===== config.mk =====
export PLATFORM = sky130hd
export DESIGN_NAME = fetch_unit_flat
export DESIGN_NICKNAME = d
export VERILOG_FILES = /design/src/rtl/fetch_unit_pkg.sv /design/src/rtl/fetch_unit_if.sv /design/src/rtl/fetch_fifo.sv /design/src/rtl/fetch_unit.sv /design/src/flat_wrapper.sv
export SDC_FILE = /design/constraint.sdc
export NUM_CORES = 1
export LEC_CHECK = 0
export ABC_CLOCK_PERIOD_IN_PS = 4400
export BUFFER_PORTS_ARGS = -buffer_cell sky130_fd_sc_hd__buf_2
export CORE_MARGIN = 1
export CORE_UTILIZATION = 51
export CTS_BUF_LIST = sky130_fd_sc_hd__clkbuf_4 sky130_fd_sc_hd__clkbuf_8 sky130_fd_sc_hd__clkbuf_16
export DETAILED_ROUTE_END_ITERATION = 8
export GPL_ROUTABILITY_DRIVEN = 0
export MAX_ROUTING_LAYER = met4
export PLACE_DENSITY = 0.77
export REMOVE_ABC_BUFFERS = 1
export SYNTH_ARGS = -nofsm -noshare
export SYNTH_HDL_FRONTEND = slang
export SYNTH_HIERARCHICAL = 1
export SYNTH_SLANG_ARGS = --single-unit

===== constraint.sdc =====
create_clock -name clk -period 4.4 [get_ports clk]
set_input_delay 0 -clock clk [delete_from_list [all_inputs] [get_ports clk]]
set_output_delay 0 -clock clk [all_outputs]
set_load 0.005 [all_outputs]

===== src/rtl/fetch_unit_pkg.sv =====
// Shared definitions for the instruction fetch stage: word geometry, the
// default boot address and the {pc, inst} entry carried through the buffer.
package fetch_unit_pkg;
    localparam int          XLEN             = 32;
    localparam int          INST_BYTES       = 4;
    localparam logic [31:0] DEFAULT_RESET_PC = 32'h0000_0000;
    // Canonical ADDI x0,x0,0 encoding, kept here for future bubble insertion.
    localparam logic [31:0] NOP_INST         = 32'h0000_0013;

    typedef struct packed {
        logic [XLEN-1:0] pc;
        logic [XLEN-1:0] inst;
    } fetch_entry_t;

    function automatic logic [XLEN-1:0] align_pc(input logic [XLEN-1:0] pc);
        return {pc[XLEN-1:2], 2'b00};
    endfunction
endpackage


===== src/rtl/fetch_unit_if.sv =====
// Bundle of the memory request/response, decode handshake and redirect
// signals; master is the fetch unit, slave is the surrounding pipeline.
interface fetch_unit_if;
    import fetch_unit_pkg::*;

    logic            imem_req_valid;
    logic            imem_req_ready;
    logic [XLEN-1:0] imem_req_addr;
    logic            imem_rsp_valid;
    logic [XLEN-1:0] imem_rsp_data;
    logic            inst_valid;
    logic            inst_ready;
    logic [XLEN-1:0] inst_data;
    logic [XLEN-1:0] inst_pc;
    logic            redirect_valid;
    logic [XLEN-1:0] redirect_pc;

    modport master (
        output imem_req_valid, imem_req_addr,
        input  imem_req_ready, imem_rsp_valid, imem_rsp_data,
        output inst_valid, inst_data, inst_pc,
        input  inst_ready, redirect_valid, redirect_pc
    );

    modport slave (
        input  imem_req_valid, imem_req_addr,
        output imem_req_ready, imem_rsp_valid, imem_rsp_data,
        input  inst_valid, inst_data, inst_pc,
        output inst_ready, redirect_valid, redirect_pc
    );
endinterface


===== src/rtl/fetch_fifo.sv =====
// Small synchronous buffer of {pc, inst} entries. Flush beats push; a pop in
// the flush cycle is simply absorbed by the clear.
module fetch_fifo
    import fetch_unit_pkg::*;
#(
    parameter  int DEPTH = 2,
    localparam int PW    = $clog2(DEPTH),
    localparam int CW    = $clog2(DEPTH + 1)
) (
    input  logic         clk,
    input  logic         reset,
    input  logic         i_push,
    input  fetch_entry_t i_push_data,
    input  logic         i_pop,
    input  logic         i_flush,
    output logic [CW-1:0] o_count,
    output fetch_entry_t o_head
);
    fetch_entry_t  r_mem [DEPTH];
    logic [PW-1:0] r_rd_ptr;
    logic [PW-1:0] r_wr_ptr;
    logic [CW-1:0] r_count;
    logic [DEPTH-1:0] w_slot_we;
    logic          w_pop;

    assign w_pop = i_pop & (r_count != '0);

    for (genvar gi = 0; gi < DEPTH; gi++) begin : g_slot_we
        assign w_slot_we[gi] = i_push & ~i_flush & (r_wr_ptr == PW'(gi));
    end

    always_ff @(posedge clk) begin
        if (reset) begin
            for (int i = 0; i < DEPTH; i++) r_mem[i] <= '0;
        end else begin
            for (int i = 0; i < DEPTH; i++) begin
                if (w_slot_we[i]) r_mem[i] <= i_push_data;
            end
        end
    end

    always_ff @(posedge clk) begin
        if (reset || i_flush) begin
            r_rd_ptr <= '0;
            r_wr_ptr <= '0;
            r_count  <= '0;
        end else begin
            if (i_push) r_wr_ptr <= r_wr_ptr + PW'(1);
            if (w_pop)  r_rd_ptr <= r_rd_ptr + PW'(1);
            r_count <= r_count + CW'(i_push) - CW'(w_pop);
        end
    end

    assign o_count = r_count;
    assign o_head  = r_mem[r_rd_ptr];
endmodule


===== src/rtl/fetch_unit.sv =====
// Instruction fetch: owns the fetch PC, issues in-order word requests with
// credit-based buffer reservation, and discards responses made stale by a redirect.
module fetch_unit
    import fetch_unit_pkg::*;
#(
    parameter logic [31:0] RESET_PC        = DEFAULT_RESET_PC,
    parameter int          FIFO_DEPTH      = 2,
    parameter int          MAX_OUTSTANDING = 2
) (
    input logic          clk,
    input logic          reset,
    fetch_unit_if.master bus
);
    localparam int CW  = $clog2(MAX_OUTSTANDING + 1);
    localparam int FCW = $clog2(FIFO_DEPTH + 1);

    logic [XLEN-1:0] r_fetch_pc;
    logic [XLEN-1:0] r_rsp_pc;
    logic [CW-1:0]   r_outstanding;
    logic [CW-1:0]   r_drop;

    logic [CW-1:0]   w_live;
    logic [CW-1:0]   w_outstanding_next;
    logic [FCW-1:0]  w_fifo_count;
    fetch_entry_t    w_head;
    fetch_entry_t    w_push_entry;
    logic [31:0]     w_reserved;
    logic            w_inst_valid;
    logic            w_pop;
    logic            w_req_valid;
    logic            w_accept;
    logic            w_keep;
    logic [XLEN-1:0] w_redirect_pc;

    assign w_inst_valid = (w_fifo_count != '0);
    assign w_pop        = w_inst_valid & bus.inst_ready;
    assign w_live       = r_outstanding - r_drop;

    // Every request still expected to land counts against buffer space, so a
    // kept response always finds a free slot.
    assign w_reserved   = 32'(w_fifo_count) + 32'(w_live) - 32'(w_pop);
    assign w_req_valid  = ~reset
                        & (32'(r_outstanding) < 32'(MAX_OUTSTANDING))
                        & (w_reserved < 32'(FIFO_DEPTH));
    assign w_accept     = w_req_valid & bus.imem_req_ready;

    assign w_outstanding_next = r_outstanding + CW'(w_accept) - CW'(bus.imem_rsp_valid);
    assign w_keep        = bus.imem_rsp_valid & ~bus.redirect_valid & (r_drop == '0);
    assign w_redirect_pc = align_pc(bus.redirect_pc);
    assign w_push_entry  = '{pc: r_rsp_pc, inst: bus.imem_rsp_data};

    always_ff @(posedge clk) begin
        if (reset) begin
            r_fetch_pc    <= RESET_PC;
            r_rsp_pc      <= RESET_PC;
            r_outstanding <= '0;
            r_drop        <= '0;
        end else begin
            r_outstanding <= w_outstanding_next;
            if (bus.redirect_valid) begin
                // Everything still in flight after this edge belongs to the old stream.
                r_fetch_pc <= w_redirect_pc;
                r_rsp_pc   <= w_redirect_pc;
                r_drop     <= w_outstanding_next;
            end else begin
                if (w_accept) r_fetch_pc <= r_fetch_pc + 32'(INST_BYTES);
                if (bus.imem_rsp_valid) begin
                    if (r_drop != '0) r_drop   <= r_drop - CW'(1);
                    else              r_rsp_pc <= r_rsp_pc + 32'(INST_BYTES);
                end
            end
        end
    end

    fetch_fifo #(.DEPTH(FIFO_DEPTH)) u_fifo (
        .clk         (clk),
        .reset       (reset),
        .i_push      (w_keep),
        .i_push_data (w_push_entry),
        .i_pop       (w_pop),
        .i_flush     (bus.redirect_valid),
        .o_count     (w_fifo_count),
        .o_head      (w_head)
    );

    assign bus.imem_req_valid = w_req_valid;
    assign bus.imem_req_addr  = r_fetch_pc;
    assign bus.inst_valid     = w_inst_valid;
    assign bus.inst_data      = w_head.inst;
    assign bus.inst_pc        = w_head.pc;
endmodule

===== src/flat_wrapper.sv =====
// flat-port wrapper written by rule: the top's interface ports become plain ports
module fetch_unit_flat import fetch_unit_pkg::*;
#(
    parameter logic [31:0] RESET_PC        = DEFAULT_RESET_PC,
    parameter int          FIFO_DEPTH      = 2,
    parameter int          MAX_OUTSTANDING = 2
)
  (clk, reset, bus_imem_req_valid, bus_imem_req_addr, bus_imem_req_ready, bus_imem_rsp_valid, bus_imem_rsp_data, bus_inst_valid, bus_inst_data, bus_inst_pc, bus_inst_ready, bus_redirect_valid, bus_redirect_pc);
  fetch_unit_if bus_i ();
  input logic clk;
  input logic reset;
  output wire logic [$bits(bus_i.imem_req_valid)-1:0] bus_imem_req_valid;
  output wire logic [$bits(bus_i.imem_req_addr)-1:0] bus_imem_req_addr;
  input wire logic [$bits(bus_i.imem_req_ready)-1:0] bus_imem_req_ready;
  input wire logic [$bits(bus_i.imem_rsp_valid)-1:0] bus_imem_rsp_valid;
  input wire logic [$bits(bus_i.imem_rsp_data)-1:0] bus_imem_rsp_data;
  output wire logic [$bits(bus_i.inst_valid)-1:0] bus_inst_valid;
  output wire logic [$bits(bus_i.inst_data)-1:0] bus_inst_data;
  output wire logic [$bits(bus_i.inst_pc)-1:0] bus_inst_pc;
  input wire logic [$bits(bus_i.inst_ready)-1:0] bus_inst_ready;
  input wire logic [$bits(bus_i.redirect_valid)-1:0] bus_redirect_valid;
  input wire logic [$bits(bus_i.redirect_pc)-1:0] bus_redirect_pc;
  assign bus_imem_req_valid = bus_i.imem_req_valid;
  assign bus_imem_req_addr = bus_i.imem_req_addr;
  assign bus_i.imem_req_ready = bus_imem_req_ready;
  assign bus_i.imem_rsp_valid = bus_imem_rsp_valid;
  assign bus_i.imem_rsp_data = bus_imem_rsp_data;
  assign bus_inst_valid = bus_i.inst_valid;
  assign bus_inst_data = bus_i.inst_data;
  assign bus_inst_pc = bus_i.inst_pc;
  assign bus_i.inst_ready = bus_inst_ready;
  assign bus_i.redirect_valid = bus_redirect_valid;
  assign bus_i.redirect_pc = bus_redirect_pc;
  fetch_unit #(.RESET_PC(RESET_PC), .FIFO_DEPTH(FIFO_DEPTH), .MAX_OUTSTANDING(MAX_OUTSTANDING)) u_core (.clk(clk), .reset(reset), .bus(bus_i));
endmodule

==> impl_metrics.py <==
metrics = {
    "worst_setup_path": {
        "reg2reg_slack_ps": 940,
        "endpoint": "u_core/r_drop[1]",
        "setup.worst_path.start_class": "flop",
        "cp-startpoint": "u_core/r_outstanding[0]",
        "crit_chain": "inv_1, ha_1, xnor2_1, xnor2_1, ha_1, inv_1, fa_1, nor4b_1, o211ai_1, ha_1, inv_1, ha_1, xnor2_1, nor2_1, a22o_1",
        "rr_endpoint": "u_core/r_drop[1]",
        "worstPathRequired_ps": 4730,
        "cp_slowest_stage_delay_ps": 490,
        "crit_type": "flop to flop",
        "crit_top_cell": "ha_1",
        "cpMaxStageDelayCell": "fa_1",
        "endpoint_kind": "flop",
        "reg2regPathDepth": 15,
        "rr_startpoint": "u_core/r_outstanding[0]",
        "worstPathArrival_ps": 3790,
        "cp_max_fo": 3,
    },
    "clock_tree": {
        "postCtsSetupRepairBufs": 0,
        "clockBufferDepth": 2,
        "cts_hold_buf": 60,
        "root_buffer": "clkbuf_16",
        "h-tree-depth": 4,
        "cts.reportedPaths.clkPinSlew_ps": 70,
        "clkLatencyLatePin_ps": 430,
        "cts_tree": "done",
        "clock_sinks": 197,
        "cts_resized": 0,
        "cts_made_buffers": 17,
    },
    "finish": {
        "nets": 1067,
        "final_common_cell": "buf_2",
        "final_core_util_pct": 64.0,
        "area_growth_syn_to_layout_pct": 23.0,
        "post-route-cell-area_um2": 11500,
        "drive_gt1_share_pct": 31.8,
        "final_cell_mix": "163 x buf_2, 128 x edfxtp_1, 68 x dfxtp_1, 66 x mux2_2, 60 x dlygate4sd3_1",
        "diodes": 0,
    },
    "sta": {
        "fmax_mhz": 289,
        "rsz0062_at_grt": "false",
        "period_minus_slack_ps": 3460,
        "fin_crit_sh_pct": 78.5,
        "tightest_slew_ps": 977,
        "report.final.slew_viol_count": 0,
        "finalSetupViolations": 0,
        "holdWs_ps": 25.8,
        "skew_ps": 8.99,
        "hold_viol": 0,
        "max_slew_margin_pct": 34.9,
    },
    "global_route": {
        "first_global_vias": 6345,
        "grt_usage_pct": 22.7,
        "grt_first_pass_wirelength_um": 31800,
        "grt_max_degree": 65,
        "gr-total-overflow": 0,
        "antenna_found_initial": 0,
    },
    "power_and_ir_drop": {
        "power_frac_seq_pct": 50.0,
        "switching_share_pct": 27.4,
        "max-vdd-ir-drop_mv": 0.275,
        "power.share.clock_pct": 33.6,
        "power-per-cell-area_nw_per_um2": 384,
        "net-switching-power_mw": 1.20,
        "finalPower_mw": 4.40,
        "pwr-share-comb_pct": 16.4,
        "leakagePower_nw": 4.51,
        "p_int_mw": 3.19,
    },
    "die": {
        "ioPinCount": 168,
        "start_util_pct": 52.0,
        "die_area_um2": 18800,
        "rows": 49,
        "dieWidth_um": 137,
        "coreArea_um2": 17900,
        "die_h_um": 137,
    },
    "detailed_routing": {
        "avgViaCountPerCell": 5.59,
        "wl_um": 20200,
        "via_count": 6858,
        "wl_per_cell_um": 16.5,
        "drt_iter0_drc": 450,
        "drc": 0,
        "postRouteAntennaNets": 0,
        "drt_first_pass_iters": 7,
    },
    "synth": {
        "synthSimpleGateAreaFrac_pct": 18.0,
        "synth_edf_count": 128,
        "ys.warnings.count": 6,
        "ys.flop_type": "edfxtp_1",
        "async_flop_share_pct": 0,
        "synth_fa_ha_area_share_pct": 1.69,
        "synth_mux_area_share_pct": 8.20,
        "synth_area_um2": 9310,
        "synthCells": 781,
        "yosysUniqueCellTypes": 60,
        "synth_top_family_by_area": "simple AND/OR/NAND/NOR gates",
        "synth-compound-area-share_pct": 10.1,
        "synth-seq-cells": 197,
        "ys_seq_area_share_pct": 56.1,
        "syn_area_per_cell_um2": 11.9,
        "synth_xor_area_share_pct": 2.03,
    },
    "placed_design": {
        "io_buffers": 163,
        "postPlaceCellArea_um2": 10300,
        "place_hpwl_um": 13100,
    },
    "run": {
        "cap_violations": 0,
    },
    "run_status": {
        "status": "completed",
    },
    "worst_hold_path": {
        "min_path_type": "input pin to flop",
    },
}
==> critical path, delay by kind of cell, from the launching register on <==
family	cells	cell delay [ps]
AOI/OAI and AO/OA	2	480
DFF	1	330
adders and majority gates	5	1450
and+or+nand+nor	2	530
xor gates and xnor gates	3	420
buffers and inverters	3	150
==> flip-flops by register name, indices dropped and copies added (netlist names), named ones only <==
signal	cells
u_core/r_drop	2
u_core/u_fifo/r_rd_ptr	1
u_core/u_fifo/r_wr_ptr	1
u_core/u_fifo/o_count	2
u_core/r_rsp_pc	30
u_core/r_outstanding	2
u_core/bus.imem_req_addr	30
u_core/u_fifo/r_mem	128
==> synth_stat cells, types with 5 or more instances <==
library cell  number  area [um2]
o31a_1            32         280
a21boi_0          10        75.1
dfxtp_1           69        1380
a21oi_1           25         125
edfxtp_1         128        3840
nor2b_1            5        31.3
mux2_2            66         743
nor3b_1            5        37.5
and3_1            12        75.1
inv_1             32         120
nor3_1            15        75.1
and4_1             9        78.8
and2_2            36         270
a311oi_1           5        43.8
nand2_1           37         139
nand3_1           16        80.1
or4_1             17         128
o21bai_1          12        90.1
buf_2             10        50.1
o21ai_0            7        35.0
nor4_1            25         156
xor2_1             8        70.1
clkbuf_1          24        90.1
clkbuf_2           8        40.0
buf_1              6        22.5
xnor2_1           11        96.3
a31oi_1            7        43.8
ha_1              11         138
o31ai_1           12        90.1
o21a_1             7        52.6
nand4_1           20         125
nor2_1            22        82.6
and2_1            34         213
==> cell type report <==
class	count	area, um2
well taps	229	287
flip-flops and latches	197	5230
repair buffers	233	1490
inverters	32	120
multi-input cells	504	3770
fillers	1425	6450
clock buffers	17	425
clock inverters	15	135
==> worst min path at each step <==
stage	slack, ps	cells past startpoint	from	to
5_1_grt	50	4	bus_redirect_pc[29]	u_core/bus.imem_req_addr[29]
3_3_place_gp	290	3	bus_redirect_pc[4]	u_core/r_rsp_pc[4]
3_5_place_dp	300	2	bus_imem_rsp_data[17]	u_core/u_fifo/r_mem[1][17]
4_1_cts	7	4	bus_redirect_pc[29]	u_core/bus.imem_req_addr[29]
6_report	30	4	bus_redirect_pc[29]	u_core/bus.imem_req_addr[29]
2_1_floorplan	40	1	reset	bus_imem_req_valid
==> kinds of logic (layout without fill, tap and decap cells) <==
group                    after synthesis  after routing
AO/OA/AOI/OAI                        129            129
XOR/XNOR                              20             20
adder cells (fa/ha/maj)               12             12
flip-flops                           197            197
other                                  1              4
multiplexers                          68             68
buffers and inverters                 83            297
AND/OR/NAND/NOR                      271            271
==> stage by stage <==
step	setup TNS (ps)	std cells	setup WS, ps
after global routing	0	1227	634
final	0	1227	944
after CTS	0	1227	902
after floorplan	-17860	733	-140
after global placement	0	1135	968
after detailed placement	0	1135	914
==> power by group through the flow <==
| stage | combinational, mW | sequential (mW) | clock [mW] |
|---|---|---|---|
| global route | 0.819 | 2.22 | 1.57 |
| floorplan | 0.436 | 2.22 | 0 |
| detailed placement | 0.677 | 2.24 | 0 |
| global placement | 0.659 | 2.23 | 0 |
| finish | 0.721 | 2.20 | 1.48 |
| CTS | 0.723 | 2.20 | 1.51 |
==> metal layers <==
layer  track usage [%]  vias to the layer above  share of wire (%)
met5                 -                        -                  0
met4              8.12                        0                1.6
met3              4.07                       25                5.9
met2              36.2                      225                 47
met1              28.9                     3271                 45
li1                  -                     3337                  -
Note: power is estimated with default switching activity, not from simulation.
